<file path="config.mk">
export PLATFORM = sky130hd
export DESIGN_NAME = btn_event_classifier
export DESIGN_NICKNAME = d
export VERILOG_FILES = /design/src/rtl/btn_event_classifier.sv
export SDC_FILE = /design/constraint.sdc
export NUM_CORES = 1
export LEC_CHECK = 0
export CAP_MARGIN = 20
export CORE_AREA = 2 2 59 72
export CTS_BUF_LIST = sky130_fd_sc_hd__clkbuf_4
export CTS_CLUSTER_SIZE = 40
export DETAILED_ROUTE_END_ITERATION = 12
export DIE_AREA = 0 0 61 74
export GPL_TIMING_DRIVEN = 0
export SYNTH_ARGS = -nofsm -noshare
export SYNTH_HDL_FRONTEND = slang
export SYNTH_SLANG_ARGS = --single-unit
</file>
<file path="constraint.sdc">
create_clock -name clk -period 3.8 [get_ports clk]
set_input_delay 0.76 -clock clk [delete_from_list [all_inputs] [get_ports clk]]
set_output_delay 0.76 -clock clk [all_outputs]
set_load 0.01 [all_outputs]
</file>
<file path="src/rtl/btn_event_classifier.sv">
// ---------------------------------------------------------------------------
// btn_event_classifier
//
// Turns the clean level from the button debouncer into discrete UI events.
// Each press gesture is classified as a short press, a long press or a
// double click, reported as a single-cycle pulse. While a long press is still
// being held, `held` stays high as a level.
//
// Parameters
//   LONG_CYCLES : cycles a first press must stay high to count as long (>= 2)
//   GAP_CYCLES  : window after a first release in which a second press makes
//                 a double click (>= 2)
//   CNT_W       : internal counter width; both cycle counts must be
//                 <= 2**CNT_W
//
// Ports
//   clk          : system clock, rising edge
//   rst          : synchronous, active-high reset
//   btn_db       : debounced button level, 1 = pressed
//   short_press  : 1-cycle pulse, single short press with no follow-up press
//   long_press   : 1-cycle pulse, first press held for LONG_CYCLES
//   double_click : 1-cycle pulse, released second press of a double click
//   held         : level, high while a long press is still held
//   busy         : high whenever the classifier is not idle
// ---------------------------------------------------------------------------
module btn_event_classifier #(
  parameter int LONG_CYCLES = 1000,
  parameter int GAP_CYCLES  = 300,
  parameter int CNT_W       = 16
) (
  input  logic clk,
  input  logic rst,
  input  logic btn_db,
  output logic short_press,
  output logic long_press,
  output logic double_click,
  output logic held,
  output logic busy
);

  typedef enum logic [2:0] {
    S_IDLE      = 3'd0,
    S_PRESS1    = 3'd1,
    S_WAIT_GAP  = 3'd2,
    S_PRESS2    = 3'd3,
    S_LONG_HOLD = 3'd4
  } state_e;

  // Terminal counter values; both fit in CNT_W bits because each count is
  // bounded by 2**CNT_W.
  localparam logic [CNT_W-1:0] LONG_LAST = CNT_W'(LONG_CYCLES - 1);
  localparam logic [CNT_W-1:0] GAP_LAST  = CNT_W'(GAP_CYCLES - 1);
  localparam logic [CNT_W-1:0] CNT_ONE   = CNT_W'(1);

  state_e           state_q, state_d;
  logic [CNT_W-1:0] cnt_q, cnt_d;
  logic             btn_prev_q, btn_prev_d;

  logic short_press_q, short_press_d;
  logic long_press_q, long_press_d;
  logic double_click_q, double_click_d;
  logic held_q, held_d;
  logic busy_q, busy_d;

  logic rise;
  logic cnt_long_done;
  logic cnt_gap_done;

  // Edge detection against the previous sample. Only rising edges start
  // gestures; releases are detected from the level inside each state, so a
  // separate fall term is not needed.
  always_comb begin
    btn_prev_d    = btn_db;
    rise          = btn_db & ~btn_prev_q;
    cnt_long_done = (cnt_q == LONG_LAST);
    cnt_gap_done  = (cnt_q == GAP_LAST);
  end

  // -------------------------------------------------------------------------
  // State register. btn_prev resets to 1 so a button already held through
  // reset looks like a steady level, not a fresh press.
  // -------------------------------------------------------------------------
  always_ff @(posedge clk) begin
    if (rst) begin
      state_q        <= S_IDLE;
      cnt_q          <= '0;
      btn_prev_q     <= 1'b1;
      short_press_q  <= 1'b0;
      long_press_q   <= 1'b0;
      double_click_q <= 1'b0;
      held_q         <= 1'b0;
      busy_q         <= 1'b0;
    end else begin
      state_q        <= state_d;
      cnt_q          <= cnt_d;
      btn_prev_q     <= btn_prev_d;
      short_press_q  <= short_press_d;
      long_press_q   <= long_press_d;
      double_click_q <= double_click_d;
      held_q         <= held_d;
      busy_q         <= busy_d;
    end
  end

  // -------------------------------------------------------------------------
  // Next-state and counter logic. The counter restarts on every state entry,
  // so it never runs past a terminal value.
  // -------------------------------------------------------------------------
  always_comb begin
    state_d = state_q;
    cnt_d   = cnt_q;
    case (state_q)
      S_IDLE: begin
        if (rise) begin
          state_d = S_PRESS1;
          cnt_d   = '0;
        end
      end

      S_PRESS1: begin
        if (!btn_db) begin
          state_d = S_WAIT_GAP;
          cnt_d   = '0;
        end else if (cnt_long_done) begin
          state_d = S_LONG_HOLD;
          cnt_d   = '0;
        end else begin
          cnt_d = cnt_q + CNT_ONE;
        end
      end

      S_WAIT_GAP: begin
        // A second press landing on the expiry cycle still counts as a
        // double click.
        if (rise) begin
          state_d = S_PRESS2;
          cnt_d   = '0;
        end else if (cnt_gap_done) begin
          state_d = S_IDLE;
          cnt_d   = '0;
        end else begin
          cnt_d = cnt_q + CNT_ONE;
        end
      end

      S_PRESS2: begin
        // Duration of the second press is irrelevant; only its release matters.
        if (!btn_db) begin
          state_d = S_IDLE;
          cnt_d   = '0;
        end
      end

      S_LONG_HOLD: begin
        if (!btn_db) begin
          state_d = S_IDLE;
          cnt_d   = '0;
        end
      end

      default: begin
        state_d = S_IDLE;
        cnt_d   = '0;
      end
    endcase
  end

  // -------------------------------------------------------------------------
  // Output decode. Each pulse is tied to exactly one transition out of a
  // distinct state, which keeps the three events mutually exclusive and
  // limits every gesture to a single pulse.
  // -------------------------------------------------------------------------
  always_comb begin
    short_press_d  = 1'b0;
    long_press_d   = 1'b0;
    double_click_d = 1'b0;
    case (state_q)
      S_PRESS1:   long_press_d   = btn_db & cnt_long_done;
      S_WAIT_GAP: short_press_d  = ~rise & cnt_gap_done;
      S_PRESS2:   double_click_d = ~btn_db;
      default: begin
        short_press_d  = 1'b0;
        long_press_d   = 1'b0;
        double_click_d = 1'b0;
      end
    endcase
    // Levels follow the state being entered, so they line up with the pulses.
    held_d = (state_d == S_LONG_HOLD);
    busy_d = (state_d != S_IDLE);
  end

  assign short_press  = short_press_q;
  assign long_press   = long_press_q;
  assign double_click = double_click_q;
  assign held         = held_q;
  assign busy         = busy_q;

endmodule
</file>
Yosys cells after proc, flatten, opt, wreduce, memory -nomap -nowiden
Cells that the tools add are included.
- add/sub/neg operators: 1
- multiply operators: 0
- divide/modulo/power cells: 0
- order comparisons: 0
- eq/ne operators: 9
- shifts and indexed selects: 0
- muxes and demuxes: 14
- bitwise logic cells: 9
- reduce and logical (&&, ||, !) cells: 7
- operators by type and width (cell ; number):
    16-bit 2-to-1 mux ; 6
    16-bit one-hot mux with 4 select lines ; 1
    3-bit 2-to-1 mux ; 6
    16-bit by 1-bit adder with 16-bit output, second input constant ; 1
    16-bit by 10-bit == test with 1-bit output, second input constant ; 1
    16-bit by 9-bit == test with 1-bit output, second input constant ; 1
    3-bit one-hot mux with 4 select lines ; 1
    2-bit OR reduction ; 4
    3-bit by 2-bit == test with 1-bit output, second input constant ; 2
    3-bit == test, second input constant ; 2
    1-bit NOT ; 6
    2-bit inequality test, second input constant ; 2
    1-bit bitwise AND ; 3
    3-bit by 1-bit == test with 1-bit output, second input constant ; 1
    3-bit logical NOT ; 1
    3-bit nonzero test ; 1
    2-bit AND reduction ; 1
- bits in registers: 25
- latch bits: 0
- RAM bits: 0
- ROM bits: 0
- input port bits: 3
- output and inout port bits: 5
- memories: 0

Longest topological paths before layout
- word-level depth: 5
- mapped depth: 7
- gate-level depth less buffers: 6

Least setup slack after synthesis
Ideal clock, no wire load.
- path type: input to register
- start: in btn_db
- end: reg cnt_q[10]
- library setup time: 0.115 ns
- data arrival time: 2.027 ns
- required time: 3.685 ns
- slack: 1.658 ns
- stages on the path: 7
- cell sequence: buf_2 -> or4_1 -> o211ai_2 -> buf_2 -> nor4_1 -> xnor2_1 -> nor2_1
- longest elaborated chain between the ends: 3
- elaborated cells between the ends (all ways): 7
- those cells by class: eq/ne (2); mux (3); bitwise (1); reduce/logical (1)
- ends and longest elaborated chain (item ; line ; source):
    start: declaration ; 33 ; input logic btn_db,
    1-bit bitwise AND ; 74 ; rise = btn_db & ~btn_prev_q;
    16-bit 2-to-1 mux / 2-bit inequality test (equally long branches) ; - ;
    16-bit one-hot mux with 4 select lines / 2-bit AND reduction (equally long branches) ; - ;
    end signal: assignment ; 95 ; cnt_q <= cnt_d;
    end: declaration ; 56 ; logic [CNT_W-1:0] cnt_q, cnt_d;
Several ways; a longest one is shown, not always the timed one.
A chain may end at the register's enable or synchronous reset.

Worst setup path after layout
Ends and elaborated chain as after synthesis.

==> summary.txt <==
Floorplan
  – Starting density of the core: 33.9%
  – Row Count: 25
  – Core Box Area: 3850 µm²
  – Num ports: 8
  – Die height: 74 µm
  – Die ar.: 4510 µm²
  – Die X: 61 µm

Run
  – Max_cap viols: 0

Drt
  – Wire per inst: 12.1 µm
  – Pre-Repair DR Iteration Count: 4
  – Drc violations: 0
  – Met2 WL: 1280 µm
  – Initial DRC Count: 85
  – Met3 routed WL: 86 µm
  – DR vias: 1066
  – Highest Signal Layer: met3
  – M1 wire length: 1200 µm
  – Routed Wire Length: 2570 µm
  – DRT antenna net count: 0
  – Via-to-Cell Ratio: 5.03

Clock tree
  – Worst-Skew Late Latency: 0.34 ns
  – H-Tree Depth: 1
  – Clk sinks: 25
  – Post-CTS setup buffer count: 0
  – Hold-fix buffers, CTS: 0
  – Resized Gates After CTS: 0
  – Root buf cell: clkbuf_4
  – Inserted Clock Buffers: 3
  – CTS Buffer Depth: 2
  – Clk slew on worst S/H paths: 0.13 ns
  – CTS tree: yes

Worst hold path
  – HP Class: flip-flop to flip-flop

Placed design
  – Port-buffer cells: 7
  – DP HPWL: 1900 µm
  – Placed Cells: 208
  – DP Worst Slack: 0.992 ns
  – Gpl congestion: 0.833

STA
  – Final setup viols: 0
  – Min cycle time layout: 2.47 ns
  – Worst Skew: 0.0195 ns
  – Final slew viol count: 0
  – Tcrit/Tclk final: 64.9%
  – Fin. Hold Viols: 0
  – RSZ-0062 raised after global routing: no
  – Worst-Margin Slew: 0.432 ns
  – TNS Setup: 0 ns
  – Fmax: 405 MHz
  – Final worst setup slack: 1.33 ns
  – Worst Hold Margin: 0.544 ns
  – Max_slew headroom: 70.9%

Worst setup path
  – Slowest CP cell: or3b_2
  – Critical path arrival: 2.70 ns
  – Cell family with most CP delay: buffers and inverters
  – Critical Path, Cell by Cell: clkdlybuf4s50_1, buf_2, or3b_2, o211ai_2, buf_2, nor4_1, xnor2_1, nor2_1
  – Crit. End Element: flip-flop
  – CP peak stage delay: 0.48 ns
  – Worst path required time: 4.03 ns
  – Startpoint types: primary input
  – CP Class: primary input to flip-flop
  – Largest fanout on the critical path: 10
  – Most frequent CP cell: buf_2
  – Crit path buffers/inverters: 3

Yosys
  – Count of flip-flops with a built-in enable after synthesis: 0
  – Syn_nets: 151
  – Mapped Area: 1300 µm²
  – Yosys reg bits: 25
  – Synth area leaders: dfxtp_1 38%, nor2_1 5.8%, xnor2_1 4.0%, nand3_1 3.5%, xor2_1 3.4%
  – Top cells by count, synth: 25 x dfxtp_1, 20 x nor2_1, 11 x nand2_1
  – Register area share after synthesis: 38.4%
  – Syn Area/Cell: 8.87 µm²
  – Async SR Flop Fraction: 0%
  – Netlist cell types: 41
  – Syn. warnings: 0
  – Area fraction of the dominant cell type after synthesis: 38.4%
  – Primary FF master, synth: dfxtp_1
  – Count leader, synth: dfxtp_1
  – Cell taking the most area after synthesis: dfxtp_1
  – Syn Inst Count: 147

GRT
  – Initial antenna violation count: 0
  – GRT Resource Usage Total: 13.0%
  – First-pass GRT wire length: 4570 µm
  – Vias in the first global route: 1047
  – GR Overflow Total: 0
  – Largest net degree at the start of global routing: 16

Finish
  – Share of layout cells above drive strength 1: 15.2%
  – Diode count: 0
  – Final-layout fill cell count: 397
  – Final nets: 163
  – Layout area overhead: 12.9%
  – Final Non-Filler Cells: 212

Power and ir drop
  – Worst vdd ir: 0.174 mV
  – Overall Power: 427 µW
  – Leak: 0.000459 µW
  – Pwr dens: 290 nW/µm²

Outcome
  – Outcome: complete, no violations
## state kept, by name, indices dropped and copies added, names as in the netlist
name,cells
short_press,1
busy,1
held,1
double_click,1
btn_prev_q,1
state_q,3
cnt_q,16
long_press,1
## path summary, 6_finish.rpt
| path | startpoint | endpoint | slack, ns | cells past startpoint |
|---|---|---|---|---|
| setup / recovery | btn_db | cnt_q[10]$_SDFFE_PP0P_ | 1.33 | 8 |
| hold / removal | cnt_q[15]$_SDFFE_PP0P_ | cnt_q[15]$_SDFFE_PP0P_ | 0.54 | 2 |
| hold reg to reg | cnt_q[15]$_SDFFE_PP0P_ | cnt_q[15]$_SDFFE_PP0P_ | 0.54 | 2 |
| setup reg to reg | cnt_q[0]$_SDFFE_PP0P_ | cnt_q[5]$_SDFFE_PP0P_ | 1.63 | 7 |
## report_power, final
part	internal, µW	switching [µW]	total [µW]	leakage [µW]
clock	40.4	85.1	125	0.0000139
combinational	14.5	21.2	35.7	0.000243
sequential	264	1.57	266	0.000202
## cells by family after synthesis
| family | synth area share (%) |
|---|---|
| buffers and inverters | 4.32 |
| xor gates and xnor gates | 7.39 |
| DFF | 38.4 |
| AOI/OAI and AO/OA | 9.69 |
| muxes | 1.54 |
| and+or+nand+nor | 37.7 |
| adders and majority gates | 0.960 |
## through the flow
step | area (µm²) | utilization, %
2_1_floorplan | 1300 | -
3_3_place_gp | 1440 | 37.5
3_5_place_dp | 1440 | 37.5
4_1_cts | 1470 | 38.2
5_1_grt | 1470 | 38.2
6_report | 1470 | 38.2
## area by class of cell
type	count	area, µm²	area share [%]
clock inverter	1	7.51	0.510
timing repair buffer	7	70.1	4.76
sequential	25	500	34.0
tap	54	67.6	4.59
clock buffer	3	22.5	1.53
multi-input combinational	111	747	50.8
inverter	2	7.51	0.510
buffer	9	48.8	3.32
## tightest hold or removal path, delay by kind of cell, from the launching register on
family / cells / cell delay, ns
DFF: 1 / 0.37
and+or+nand+nor: 1 / 0.08
xor gates and xnor gates: 1 / 0.07
## cell usage in the layout (no fill, tap or decap), types with 2 or more instances in the layout
cell | Yosys | routed
or3b_2 | 2 | 2
dfxtp_1 | 25 | 25
or4b_4 | 2 | 2
nand3b_1 | 3 | 3
o21ai_0 | 5 | 5
nor3b_1 | 2 | 2
and3_1 | 2 | 2
inv_1 | 2 | 2
nor4_1 | 4 | 4
a31oi_1 | 3 | 3
nand4_1 | 5 | 5
xor2_1 | 5 | 5
clkdlybuf4s50_1 | 0 | 7
mux2i_1 | 2 | 2
clkbuf_4 | 0 | 3
buf_2 | 6 | 6
nor4_4 | 2 | 2
nand2_1 | 11 | 11
xnor2_1 | 6 | 6
or4_1 | 2 | 2
clkbuf_1 | 2 | 2
nor2_1 | 20 | 20
nand3_1 | 9 | 9
nor3_1 | 8 | 8
## layer usage
layer | up-vias | GRT usage [%]
li1 | 552 | -
met4 | 0 | 3.14
met3 | 0 | 3.83
met2 | 17 | 22.5
met5 | - | 0
met1 | 497 | 15.9
(Power assumes the default switching activity.)
